===== src/rtl/rvga_scoreboard.sv =====
// rvga_scoreboard: per-register in-flight write counters gating issue on RAW and WAW-overflow hazards
module rvga_scoreboard #(
   parameter int cnt_width_p       = 2,
   parameter int stall_cnt_width_p = 16
) (
   input  logic                         clk_i,
   input  logic                         rst_i,
   input  logic                         issue_v_i,
   input  logic                         issue_rs1_v_i,
   input  logic                         issue_rs2_v_i,
   input  logic [4:0]                   issue_rs1_i,
   input  logic [4:0]                   issue_rs2_i,
   input  logic [4:0]                   issue_rd_i,
   input  logic                         issue_rd_w_v_i,
   output logic                         issue_ready_o,
   input  logic                         wb_v_i,
   input  logic [4:0]                   wb_rd_i,
   input  logic                         flush_i,
   output logic [31:0]                  pending_o,
   output logic [stall_cnt_width_p-1:0] stall_cnt_o,
   output logic                         err_o
);
   localparam logic [cnt_width_p-1:0]       cnt_one_c   = 1;
   localparam logic [stall_cnt_width_p-1:0] stall_one_c = 1;
   logic [31:0][cnt_width_p-1:0]  count_q, count_d;
   logic [stall_cnt_width_p-1:0]  stall_q, stall_d;
   logic                          err_q, err_d;
   logic                          raw_hz, waw_hz, accept, inc, dec;
   // Hazard detection looks only at registered counts, so a same-cycle writeback never bypasses
   always_comb begin
      raw_hz = (issue_rs1_v_i & (issue_rs1_i != 5'd0) & (count_q[issue_rs1_i] != '0))
             | (issue_rs2_v_i & (issue_rs2_i != 5'd0) & (count_q[issue_rs2_i] != '0));
      waw_hz = issue_rd_w_v_i & (issue_rd_i != 5'd0) & (count_q[issue_rd_i] == '1);
      issue_ready_o = issue_v_i & ~flush_i & ~raw_hz & ~waw_hz;
      accept = issue_v_i & issue_ready_o;
   end
   // Next counts: flush wins; simultaneous inc and dec of one register cancel out
   always_comb begin
      count_d = count_q;
      count_d[0] = '0;
      inc = 1'b0;
      dec = 1'b0;
      for (int r = 1; r < 32; r++) begin
         inc = accept & issue_rd_w_v_i & (issue_rd_i == 5'(r));
         dec = wb_v_i & (wb_rd_i == 5'(r)) & (count_q[r] != '0);
         count_d[r] = flush_i ? '0
                    : (inc & ~dec) ? count_q[r] + cnt_one_c
                    : (dec & ~inc) ? count_q[r] - cnt_one_c
                    : count_q[r];
      end
   end
   // Sticky error on writeback to an idle register, and saturating stall counter
   always_comb begin
      err_d = err_q | (~flush_i & wb_v_i & (wb_rd_i != 5'd0) & (count_q[wb_rd_i] == '0));
      stall_d = (issue_v_i & ~issue_ready_o & (stall_q != '1)) ? stall_q + stall_one_c : stall_q;
   end
   // Pending bit per register mirrors a nonzero count; x0 is never pending
   always_comb begin
      pending_o = '0;
      for (int r = 1; r < 32; r++) pending_o[r] = count_q[r] != '0;
   end
   // State registers with asynchronous reset
   always_ff @(posedge clk_i or posedge rst_i) begin
      if (rst_i) begin
         count_q <= '0;
         stall_q <= '0;
         err_q   <= 1'b0;
      end else begin
         count_q <= count_d;
         stall_q <= stall_d;
         err_q   <= err_d;
      end
   end
   assign stall_cnt_o = stall_q;
   assign err_o       = err_q;
endmodule


===== config.mk =====
export PLATFORM = sky130hd
export DESIGN_NAME = rvga_scoreboard
export DESIGN_NICKNAME = d
export VERILOG_FILES = /design/src/rtl/rvga_scoreboard.sv
export SDC_FILE = /design/constraint.sdc
export NUM_CORES = 1
export LEC_CHECK = 0
export BUFFER_PORTS_ARGS = -buffer_cell sky130_fd_sc_hd__buf_4
export CORE_MARGIN = 4
export CORE_UTILIZATION = 45
export CTS_BUF_LIST = sky130_fd_sc_hd__clkbuf_8
export DETAILED_ROUTE_END_ITERATION = 12
export GPL_ROUTABILITY_DRIVEN = 0
export GPL_TIMING_DRIVEN = 1
export PLACE_DENSITY_LB_ADDON = 0.15
export SLEW_MARGIN = 20
export SYNTH_ARGS = -nofsm -noshare
export SYNTH_HDL_FRONTEND = slang
export SYNTH_SLANG_ARGS = --single-unit

===== constraint.sdc =====
create_clock -name clk_i -period 2.9 [get_ports clk_i]
set_input_delay 0.58 -clock clk_i [delete_from_list [all_inputs] [get_ports clk_i]]
set_output_delay 0.58 -clock clk_i [all_outputs]
set_load 0.01 [all_outputs]

==> results of run 1 <==
-- registers in the layout, summed over array words and instances, names as in the netlist --
name and cells:
err_o 1, stall_cnt_o 16, count_q 62
-- path summary, 6_finish.rpt --
path,to,cells after the start
hold / removal,count_q[44],2
min in group clk_i,err_o,2
setup reg to reg,count_q[57],10
setup / recovery,issue_ready_o,8
max in group asynchronous,count_q[51],3
hold reg to reg,err_o,1
-- cell type report --
| cell class | instances | area (um2) |
|---|---|---|
| Timing Repair Buffer | 145 | 1120 |
| Tap cell | 180 | 225 |
| Fill cell | 1324 | 6000 |
| Sequential cell | 79 | 1980 |
| Inverter | 42 | 164 |
| Clock buffer | 9 | 124 |
| Clock inverter | 7 | 86.3 |
| Multi-Input combinational cell | 596 | 4130 |
-- worst reg2reg max path, stage by stage, from the launching register on --
cell and delay (ns):
dfrtp_1 0.45, or2_1 0.31, o211ai_1 0.24, a21oi_1 0.12, a221oi_2 0.36, o211ai_4 0.15
buf_4 0.22, nor2_2 0.22, buf_4 0.17, nand4_1 0.13, o32ai_1 0.32
-- metal layers --
metal / part of all wire, % / vias to the layer above / wire (um)
li1: - / 2977 / -
met2: 46 / 410 / 10200
met3: 9.5 / 77 / 2090
met1: 39 / 3164 / 8710
met4: 5.0 / 0 / 1100
met5: 0 / - / 0
-- cells by family after synthesis --
family | share of synthesized area, %
AOI/OAI and AO/OA | 14.6
xor gates and xnor gates | 5.40
adders and majority gates | 0.198
buffers and inverters | 5.65
DFF | 31.2
muxes | 11.8
other | 0.0592
and+or+nand+nor | 31.1
-- placed cells by master, fill, tap and decap left out, types with 22 or more instances in the layout --
cell type	count
buf_4	141
nand2_1	89
nor2_1	88
dfrtp_1	77
a21oi_1	47
inv_1	39
xor2_1	33
mux4_2	28
nor3b_1	26
nand3_1	25
o21ai_0	23
and2_1	22
nand4_1	22
-- power by group through the flow --
stage	clock (mW)	combinational (mW)	sequential, mW
global route	0.976	0.630	1.21
CTS	0.931	0.568	1.20
floorplan	0	0.297	1.23
detailed placement	0	0.558	1.22
global placement	0	0.550	1.22
finish	0.913	0.588	1.20
-- timing repair --
item                                    4_1_cts  5_1_grt
pin swaps                                     5        2
cloned                                        0        1
buffers inserted                              5        0
endpoints found under the setup margin        4       13
resized for setup                            14       15
==> impl_metrics.py, run 1 <==
metrics = {
    "sta": {
        "hold_viol": 0,
        "fin_skew_ns": 0.0169,
        "setup_violations": 1,
        "worst_pin_slew_ns": 0.724,
        "finalCritPeriodShare_pct": 105,
        "min_period_ns": 3.06,
        "rsz0062_at_grt": "yes",
        "worst_slack_ns": -0.156,
        "relSlewSlack_pct": 51.8,
        "slew_viol_final": 0,
        "finalSetupTns_ns": -0.156,
        "fmax_ghz": 0.327,
        "whs_ns": 0.202,
    },
    "finish": {
        "diodes": 0,
        "utilization_pct": 56.6,
        "drive_gt1_share_pct": 27.2,
        "final-instance-count-excl-fill": 1058,
        "stdcell_area_um2": 7830,
        "nNetsFinal": 902,
        "syn2layout_area_growth_pct": 23.7,
    },
    "clocking": {
        "clk_latency_ns": 0.39,
        "cts.sinks": 79,
        "cts_tree": "built",
        "cts_max_path_buffers": 2,
        "root_buffer": "clkbuf_8",
        "ctsHoldBuffers": 0,
        "htreeDepth": 3,
        "clkTransAtPathRegs_ns": 0.10,
        "cts_buffers": 9,
    },
    "worst_setup_path": {
        "cp_slowest_stage_delay_ns": 0.49,
        "path_buf_inv": 1,
        "path_max_fanout": 4,
        "r2r_setup_slack_ns": 0.11,
        "worstSetupStartpointType": "register",
        "cp_slowest_cell": "mux4_2",
        "path_cells": "nor2_2 -> mux4_2 -> a2111oi_4 -> o221ai_4 -> o21ai_4 -> nor2_4 -> and2_4 -> buf_6",
        "endpoint_kind": "primary output",
        "critPathKind": "reg -> out",
        "cp-startpoint": "count_q[34]",
        "r2r_start": "count_q[3]",
        "crit_arrival_ns": 2.48,
        "cp_top_family": "compound AO/OA/AOI/OAI gates",
        "crit_required_ns": 2.32,
    },
    "global_route": {
        "grt_usage_pct": 27.1,
        "met2_usage_pct": 42.6,
        "grt-ovfl-total": 0,
        "grt_pass1_vias": 6352,
        "grt_pass1_wl_um": 34100,
        "antenna_found_initial": 0,
        "gr-usage-met1_pct": 34.6,
        "top_usage_layer": "met2",
        "grt_use_met3_pct": 5.60,
        "grt_max_degree": 65,
    },
    "pwr": {
        "power.share.switching_pct": 33.8,
        "power.total_mw": 2.70,
        "pwr_density_cell_nw_per_um2": 345,
        "p_switching_uw": 915,
        "power_frac_clock_pct": 33.8,
        "leakagePower_nw": 3.48,
        "combPwrFrac_pct": 21.7,
        "cell_internal_pwr_mw": 1.79,
        "power.share.sequential_pct": 44.5,
        "ir_worst_vdd_mv": 0.293,
    },
    "logic_synthesis": {
        "ys.flop_type": "dfrtp_1",
        "syn_nets": 785,
        "ys_top_cells_by_count": "nor2_1, nand2_1, dfrtp_1",
        "synthDistinctLibCells": 72,
        "synth_async_sr_flop_share_pct": 100,
        "synthDominantCellAreaShare_pct": 31.2,
        "ys_warn_count": 0,
        "synth_area_leaders": "dfrtp_1, mux4_2, nor2_1",
        "yosysTopAreaCell": "dfrtp_1",
        "synth_seq_cells": 79,
        "synth_area_um2": 6330,
        "yosysMostFrequentCell": "nor2_1",
        "synth_edf_count": 0,
        "ys_seq_area_share_pct": 31.2,
        "syn_avg_cell_area_um2": 8.37,
        "synth_cells": 756,
    },
    "floorplanning": {
        "core_area_um2": 13800,
        "die_area_um2": 16000,
        "die_h_um": 127,
        "initial_core_util_pct": 45.8,
        "ios": 78,
        "dieWidth_um": 127,
        "std_cell_rows": 43,
    },
    "placed_design": {
        "dp_slack_ns": -0.190,
        "post-dp-hpwl_um": 16400,
        "dp.cells": 1036,
        "numPortBuffers": 76,
        "place_area_um2": 7450,
    },
    "routing": {
        "drtPass1Iterations": 6,
        "drt_iter0_drc": 813,
        "wl_per_cell_um": 20.9,
        "ant_nets": 0,
        "via_per_inst": 6.26,
        "drt-total-wl_um": 22100,
        "route.detailed.drc": 0,
        "via_count": 6628,
    },
    "run": {
        "maxCapViolations": 0,
    },
    "run_status": {
        "violations": "setup timing",
        "status": "finished, violations left",
    },
    "min_path": {
        "holdCritPathClass": "in -> async",
    },
}
Note: power is estimated with default switching activity, not from simulation.
==> run 2, diff against run 1 <==
- CELL_PAD_IN_SITES_DETAIL_PLACEMENT: not set -> 0
- CELL_PAD_IN_SITES_GLOBAL_PLACEMENT: not set -> 1
- CORE_UTILIZATION: 45 -> 41
==> run 2 against run 1 <==
Largest power group unchanged. Via count rose by 0.95%. Critical path type unchanged. The run still ends with setup timing left. Highest routed layer unchanged. Design area rose by 3.3%. Non-clock buffer count rose by 33.
==> impl_metrics.py, run 2 (synthesis gave the netlist of run 1 again) <==
metrics = {
    "pwr": {
        "cell_internal_pwr_mw": 1.78,
        "ir_worst_vdd_mv": 0.208,
        "power_frac_clock_pct": 32.6,
        "pwr_density_cell_nw_per_um2": 330,
        "leakagePower_nw": 3.64,
        "power.share.sequential_pct": 44.9,
        "combPwrFrac_pct": 22.5,
        "p_switching_uw": 894,
        "power.share.switching_pct": 33.5,
    },
    "worst_setup_path": {
        "crit_arrival_ns": 2.49,
        "cp-startpoint": "count_q[39]",
        "path_max_fanout": 2,
        "worstSetupStartpointType": "register",
        "r2r_start": "count_q[49]",
        "crit_required_ns": 2.32,
        "r2r_setup_slack_ns": -0.01,
        "endpoint_kind": "primary output",
        "critPathKind": "reg -> out",
        "cp-endpoint": "issue_ready_o",
        "rr_endpoint": "count_q[38]",
        "ff2ff_path_depth": 10,
    },
    "clocking": {
        "ctsHoldBuffers": 0,
        "cts_buffers": 9,
        "htreeDepth": 3,
        "cts_max_path_buffers": 2,
        "clkTransAtPathRegs_ns": 0.09,
        "clk_latency_ns": 0.38,
        "cts.sinks": 79,
        "cts_tree": "built",
        "root_buffer": "clkbuf_8",
    },
    "sta": {
        "min_period_ns": 3.07,
        "rsz0062_at_grt": "yes",
        "worst_slack_ns": -0.167,
        "relSlewSlack_pct": 30.2,
        "finalCritPeriodShare_pct": 106,
        "fmax_ghz": 0.326,
        "hold_viol": 0,
        "fin_skew_ns": 0.00538,
        "setup_violations": 2,
        "worst_pin_slew_ns": 1.04,
        "slew_viol_final": 0,
    },
    "finish": {
        "stdcell_area_um2": 8090,
        "diodes": 0,
        "regMostFlops": "count_q",
        "layout_common_cells": "buf_4, nor2_1, nand2_1, dfrtp_1, a21oi_1",
        "largest_register_ffs": 62,
        "regArea_um2": 1980,
        "syn2layout_area_growth_pct": 27.8,
        "fill_cells": 1448,
        "drive_gt1_share_pct": 29.9,
        "multi_input_area_um2": 4130,
        "nNetsFinal": 934,
        "final_common_cell": "buf_4",
    },
    "global_route": {
        "antenna_found_initial": 0,
        "grt_pass1_wl_um": 36800,
        "grt-ovfl-total": 0,
        "grt_usage_pct": 26.7,
        "grt_max_degree": 65,
        "grt_pass1_vias": 6595,
    },
    "floorplanning": {
        "dieWidth_um": 132,
        "initial_core_util_pct": 41.8,
        "die_area_um2": 17500,
        "ios": 78,
        "die_h_um": 132,
        "core_area_um2": 15100,
        "std_cell_rows": 45,
    },
    "routing": {
        "ant_nets": 0,
        "via_count": 6691,
        "dr.max_layer_used": "met4",
        "drtPass1Iterations": 5,
        "routed-wl-met2_um": 11000,
        "drt-total-wl_um": 23500,
        "via_per_inst": 6.09,
        "drt_iter0_drc": 612,
        "met3WireLength_um": 1670,
        "wl_per_cell_um": 21.4,
        "route.detailed.drc": 0,
        "m1WireLength_um": 10100,
    },
    "placed_design": {
        "numPortBuffers": 76,
        "place_area_um2": 7680,
        "post-dp-hpwl_um": 17700,
        "dp_slack_ns": -0.311,
    },
    "run_status": {
        "violations": "setup timing",
        "status": "finished, violations left",
    },
    "min_path": {
        "holdCritPathClass": "in -> async",
    },
    "run": {
        "maxCapViolations": 0,
    },
}
## run 2: layout make-up
| class | count | share of cell area [%] |
|---|---|---|
| inverters | 42 | 2.03 |
| repair buffers | 178 | 17.1 |
| well taps | 188 | 2.91 |
| flip-flops and latches | 79 | 24.5 |
| clock buffers | 9 | 1.53 |
| clock inverters | 7 | 0.897 |
| multi-input cells | 595 | 51.1 |
## run 2: worst max-delay path, cell delays in order, from the launching register on
cell	delay [ns]
dfrtp_1	0.38
nor2_2	0.05
buf_6	0.11
mux4_2	0.47
a2111oi_4	0.32
o221ai_2	0.21
o21ai_4	0.20
nor2_2	0.05
and2_4	0.18
buf_6	0.12
## run 2: worst min path at each step
stage | startpoint | to | slack, ns
global placement | err_o | err_o | 0.45
CTS | rst_i | count_q[56] | 0.29
finish | rst_i | count_q[56] | 0.29
detailed placement | err_o | err_o | 0.46
floorplan | err_o | err_o | 0.51
global route | rst_i | count_q[56] | 0.33
## run 2: power by group through the flow
stage | Sequential [mW] | Clock [mW] | Combinational, mW
after floorplan | 1.23 | 0 | 0.297
after global placement | 1.22 | 0 | 0.571
after detailed placement | 1.22 | 0 | 0.582
after CTS | 1.20 | 0.895 | 0.588
after global routing | 1.21 | 0.937 | 0.650
final | 1.20 | 0.872 | 0.602
## run 2: routing by layer
metal | up-vias | global-route usage, %
met1 | 3286 | 37.0
met4 | 0 | 10.7
li1 | 3040 | -
met5 | - | 0
met2 | 317 | 41.8
met3 | 48 | 4.69
## run 2: through the flow
stage	util (%)	instances	power (mW)	TNS [ns]	hold slack, ns
2_1_floorplan	-	756	1.53	0	0.512
3_3_place_gp	50.7	1072	1.79	-7.19	0.455
3_5_place_dp	50.7	1072	1.80	-8.30	0.460
4_1_cts	52.5	1093	2.68	-0.171	0.291
5_1_grt	53.4	1098	2.80	-0.374	0.329
6_report	53.4	1098	2.67	-0.175	0.290
## run 2: repair_timing
item,in CTS,in global routing
endpoints found under the hold margin,0,0
setup endpoints to repair,2,20
resized for setup,10,20
pin swaps,5,5
buffers inserted,5,5
